File: config.mk
export PLATFORM = sky130hd
export DESIGN_NAME = piso_serializer
export DESIGN_NICKNAME = d
export VERILOG_FILES = /design/src/rtl/piso_pkg.sv /design/src/rtl/piso_bit_counter.sv /design/src/rtl/piso_serializer.sv
export SDC_FILE = /design/constraint.sdc
export NUM_CORES = 1
export LEC_CHECK = 0
export ABC_AREA = 1
export BUFFER_PORTS_ARGS = -buffer_cell sky130_fd_sc_hd__buf_2
export CAP_MARGIN = 20
export CORE_MARGIN = 5
export CORE_UTILIZATION = 42
export DETAILED_ROUTE_END_ITERATION = 8
export PLACE_DENSITY = 0.65
export SLEW_MARGIN = 40
export SYNTH_ARGS = -nofsm -noshare
export SYNTH_HDL_FRONTEND = slang
export SYNTH_SLANG_ARGS = --single-unit
File: constraint.sdc
create_clock -name clk -period 1.51 [get_ports clk]
set_input_delay 0.151 -clock clk [delete_from_list [all_inputs] [get_ports clk]]
set_output_delay 0.151 -clock clk [all_outputs]
set_load 0.01 [all_outputs]
File: src/rtl/piso_pkg.sv
// ---------------------------------------------------------------------------
// piso_pkg
// Shared definitions for the parallel-in/serial-out serializer:
//   - state_t       : FSM state encoding (IDLE, SHIFT)
//   - DEFAULT_WIDTH : default word length
//   - cnt_width(w)  : bit counter width needed to count 0..w
// ---------------------------------------------------------------------------
package piso_pkg;

   typedef enum logic {
      IDLE  = 1'b0,
      SHIFT = 1'b1
   } state_t;

   localparam int DEFAULT_WIDTH = 8;

   // The counter has to hold values 0..w, so it needs clog2(w+1) bits.
   function automatic int cnt_width(input int w);
      return $clog2(w + 1);
   endfunction

endpackage

File: src/rtl/piso_bit_counter.sv
// ---------------------------------------------------------------------------
// piso_bit_counter
// Loadable up-counter that tracks how many bits of the current word have
// been consumed. It has no wrap logic because it is cleared on every load.
// Ports:
//   clk        in   system clock
//   reset      in   synchronous active-high reset
//   i_clear    in   force the count to zero (word load)
//   i_inc      in   advance the count by one (bit consumed)
//   o_count    out  current count
//   o_terminal out  high when the count equals WIDTH-1 (final bit pending)
// ---------------------------------------------------------------------------
module piso_bit_counter
   import piso_pkg::*;
#(
   parameter int WIDTH = DEFAULT_WIDTH,
   parameter int CW    = cnt_width(WIDTH)
) (
   input  logic          clk,
   input  logic          reset,
   input  logic          i_clear,
   input  logic          i_inc,
   output logic [CW-1:0] o_count,
   output logic          o_terminal
);

   logic [CW-1:0] r_count;

   // Clear has priority over increment so a load always starts counting at 0.
   always_ff @(posedge clk) begin
      if (reset) begin
         r_count <= '0;
      end else if (i_clear) begin
         r_count <= '0;
      end else if (i_inc) begin
         r_count <= r_count + CW'(1);
      end
   end

   assign o_count    = r_count;
   assign o_terminal = (r_count == CW'(WIDTH - 1));

endmodule

File: src/rtl/piso_serializer.sv
// ---------------------------------------------------------------------------
// piso_serializer
// Parallel-in/serial-out transmitter. It accepts a WIDTH-bit word through a
// valid/ready handshake while idle, then shifts it out one bit per enabled
// cycle. The receiver shares the shift strobe through shift_en_out.
// Ports:
//   clk          in   system clock, all logic on posedge
//   reset        in   synchronous active-high reset
//   en           in   shift strobe, one bit consumed per enabled busy cycle
//   data_in      in   word to transmit, sampled on the load handshake
//   load_valid   in   producer has a word on data_in
//   load_ready   out  block can accept a word (IDLE only)
//   serial_out   out  current transmitted bit
//   shift_en_out out  busy & en, drives the receiver's enable
//   busy         out  high while in SHIFT
//   done         out  registered one-cycle pulse after the last bit is consumed
// ---------------------------------------------------------------------------
module piso_serializer
   import piso_pkg::*;
#(
   parameter int WIDTH     = DEFAULT_WIDTH,
   parameter int LSB_FIRST = 1
) (
   input  logic             clk,
   input  logic             reset,
   input  logic             en,
   input  logic [WIDTH-1:0] data_in,
   input  logic             load_valid,
   output logic             load_ready,
   output logic             serial_out,
   output logic             shift_en_out,
   output logic             busy,
   output logic             done
);

   localparam int CW = cnt_width(WIDTH);

   state_t           r_state;
   state_t           w_nextState;
   logic [WIDTH-1:0] r_shreg;
   logic             r_done;
   logic             w_loadAccept;
   logic             w_consume;
   logic             w_lastBit;
   logic [CW-1:0]    w_count;

   assign w_loadAccept = load_valid && (r_state == IDLE);
   assign w_consume    = en && (r_state == SHIFT);

   piso_bit_counter #(
      .WIDTH (WIDTH),
      .CW    (CW)
   ) u_counter (
      .clk        (clk),
      .reset      (reset),
      .i_clear    (w_loadAccept),
      .i_inc      (w_consume),
      .o_count    (w_count),
      .o_terminal (w_lastBit)
   );

   // State register.
   always_ff @(posedge clk) begin
      if (reset) begin
         r_state <= IDLE;
      end else begin
         r_state <= w_nextState;
      end
   end

   // Next-state logic: a word moves us to SHIFT, the final consumed bit
   // returns us to IDLE. Any unexpected encoding recovers to IDLE.
   always_comb begin
      w_nextState = r_state;
      case (r_state)
         IDLE:    if (w_loadAccept) w_nextState = SHIFT;
         SHIFT:   if (w_consume && w_lastBit) w_nextState = IDLE;
         default: w_nextState = IDLE;
      endcase
   end

   // Shift register: captures on load, shifts toward the output end with
   // zero-fill on each consume. After the last bit it is all zeros, which
   // keeps serial_out low while idle.
   always_ff @(posedge clk) begin
      if (reset) begin
         r_shreg <= '0;
      end else if (w_loadAccept) begin
         r_shreg <= data_in;
      end else if (w_consume) begin
         if (LSB_FIRST != 0) begin
            r_shreg <= {1'b0, r_shreg[WIDTH-1:1]};
         end else begin
            r_shreg <= {r_shreg[WIDTH-2:0], 1'b0};
         end
      end
   end

   // Done pulse: registered so it appears in the cycle after the final consume.
   always_ff @(posedge clk) begin
      if (reset) begin
         r_done <= 1'b0;
      end else begin
         r_done <= w_consume && w_lastBit;
      end
   end

   // Output decode from the current state and shift register.
   always_comb begin
      load_ready   = (r_state == IDLE);
      busy         = (r_state == SHIFT);
      shift_en_out = (r_state == SHIFT) && en;
      serial_out   = (LSB_FIRST != 0) ? r_shreg[0] : r_shreg[WIDTH-1];
      done         = r_done;
   end

endmodule

==> flow_metrics.py <==
metrics = {
    "drt": {
        "routed-via-count": 623,
        "drtIter0Drc": 13,
        "drtPass1Iterations": 4,
        "via_per_inst": 4.91,
        "routed_wl_um": 1320,
        "drc": 0,
        "ant_nets": 0,
        "wl_per_cell_um": 10.4,
    },
    "global_routing": {
        "grt_pass1_wl_um": 2280,
        "grt_overflow": 0,
        "antenna_found_initial": 0,
        "grt_pass1_vias": 544,
        "grt_max_degree": 16,
        "grt_usage_pct": 11.6,
    },
    "status": {
        "status": "completed",
    },
    "timing": {
        "whs_ns": 0.118,
        "setup_violations": 0,
        "timing.slew.headroom_pct": 80.6,
        "timing.final.hold_violations": 0,
        "fmax_ghz": 0.731,
        "tightest_slew_ns": 0.290,
        "drv_slew": 0,
        "clock_skew_ns": 0.00500,
        "min_period_ns": 1.37,
        "setup_tns_ns": 0,
        "grt_setup_unrepaired": "false",
        "min_period_over_period_pct": 90.5,
    },
    "logic_synthesis": {
        "synth_area_leader_cell": "dfxtp_1",
        "synth_warnings": 0,
        "syn-num-nets": 109,
        "synth_area_um2": 699,
        "yosys_register_bits": 14,
        "avgSynthCellArea_um2": 7.29,
        "ys_types": 19,
        "synth_cells": 96,
        "synthDominantCellAreaShare_pct": 40.1,
        "synth.top_cells.by_area": "dfxtp_1 40%, nand3_1 12%, nand2_1 11%",
        "ys_seq_area_share_pct": 40.1,
    },
    "cells_and_area": {
        "area_delta_synth_final_pct": 12.2,
        "fill_cells": 176,
        "nNetsFinal": 126,
        "drive_above_1_share_pct": 23.4,
        "antennaDiodeCount": 0,
    },
    "power_and_ir_drop": {
        "cellPowerDensity_nw_per_um2": 929,
        "ir_drop_uv": 473,
        "power_leakage_nw": 0.385,
    },
    "critical_path": {
        "critPathMaxFanout": 15,
        "critical_path_arrival_ns": 1.22,
        "slowest_stage": "dfxtp_2",
        "crit_family": "flip-flops",
        "end_kind": "output pin",
        "cp_cell_sequence": "nand2_2 > inv_1 > buf_2",
        "critPathLaunch": "busy",
        "r2r_start": "busy",
        "crit_required_ns": 1.36,
        "worstSetupStartpointType": "register",
        "crit_path_max_incr_delay_ns": 0.46,
        "crit_type": "reg -> out",
        "rrSetupSlack_ns": 0.40,
        "cp.buffers_inverters": 2,
    },
    "min_path": {
        "hp-start": "data_in[7]",
        "hp-class": "in -> reg",
    },
    "placed_design": {
        "numPortBuffers": 16,
        "place_congestion": 0.719,
        "dp_hpwl_um": 983,
    },
    "cts": {
        "cts_tree": "yes",
        "clk_latency_ns": 0.28,
        "cts_buffer_depth": 2,
        "h-tree-depth": 1,
        "cts.sinks": 14,
        "cts_buffers": 3,
        "clock-root-buffer": "clkbuf_4",
        "clkTransAtPathRegs_ns": 0.08,
    },
    "floorplan": {
        "start_util_pct": 45.4,
        "die_w_um": 50.8,
        "num_io_pins": 17,
        "coreArea_um2": 1540,
        "num_rows": 14,
        "fp.dieH_um": 50.8,
        "die_area_um2": 2580,
    },
    "flow_run": {
        "maxCapViolCount": 0,
    },
}
## state kept, by name (all words and copies together), names as in the netlist
name,count
r_shreg,8
u_counter.o_count,4
busy,1
done,1
## cells in the final DEF (no fill, tap or decap)
cell and count:
a21oi_1 8, buf_2 16, clkbuf_4 3, dfxtp_1 13, dfxtp_2 1, ha_1 1
inv_1 12, inv_4 1, nand2_1 21, nand2_2 1, nand2_4 1, nand3_1 17
nand3b_1 2, nor2_1 7, nor2_2 2, nor3_1 1, nor3b_1 1, o21ai_0 1
o21bai_1 1, xor2_2 1
## report_power, final
part	switching, mW	internal (mW)	total [mW]
registers	0.0177	0.391	0.409
clock network	0.117	0.0924	0.209
logic	0.0647	0.0461	0.111
total	0.199	0.529	0.728
## final timing paths
| check | to | cells after the start |
|---|---|---|
| worst max-delay path | shift_en_out | 3 |
| worst min-delay path | r_shreg[7] | 3 |
| worst max register to register | u_counter.o_count[3] | 4 |
| worst min register to register | r_shreg[0] | 2 |
## through the flow
step / util, % / area, um^2 / total power [mW] / instances / worst slack, ns
after global routing: 50.9 / 785 / 0.784 / 127 / 0.0496
after global placement: 49.4 / 761 / 0.527 / 124 / 0.323
after CTS: 50.9 / 785 / 0.742 / 127 / 0.128
after floorplan: - / 699 / 0.501 / 96 / 0.481
after detailed placement: 49.4 / 761 / 0.529 / 124 / 0.249
final: 50.9 / 785 / 0.728 / 127 / 0.143
## layer usage
layer  up-vias  routed length, um  track usage (%)
li1        337                  -                -
met1       266                639             14.6
met5         -                  0                0
met2        20                562             17.1
met4         0                  0             2.55
met3         0                114             6.80
## final cells by class
cell class                      count  area, um^2  share of cell area (%)
Timing Repair Buffer               16        80.1                    10.2
Multi-Input combinational cell     65         329                    41.9
Inverter                           13        51.3                    6.54
Sequential cell                    14         282                    35.9
Clock buffer                        3        22.5                    2.87
Tap cell                           16        20.0                    2.55
## tightest hold or removal path: stages
cell     delay (ns)
buf_2          0.09
nand2_1        0.05
a21oi_1        0.05
## what timing repair did
item                       4_1_cts  5_1_grt
resized for setup                1        0
hold buffers                     0        0
setup buffers                    0        0
setup endpoints to repair        1        0
## cells by family after synthesis
logic type / Yosys count / synth area share [%]
xor+xnor: 1 / 2.33
compound gates: 10 / 7.51
simple gates: 53 / 35.4
fa+ha+maj: 1 / 1.79
flops: 14 / 40.1
buf+inv: 17 / 12.9
## cell usage after synthesis, drive strengths merged
cell    number
nand2       23
nand3       17
dfxtp       14
inv         13
nor2         9
a21oi        8
buf          3
nand3b       2
clkbuf       1
ha           1
nor3         1
nor3b        1
o21ai        1
o21bai       1
xor2         1
Power figures use the tool's default switching activity.
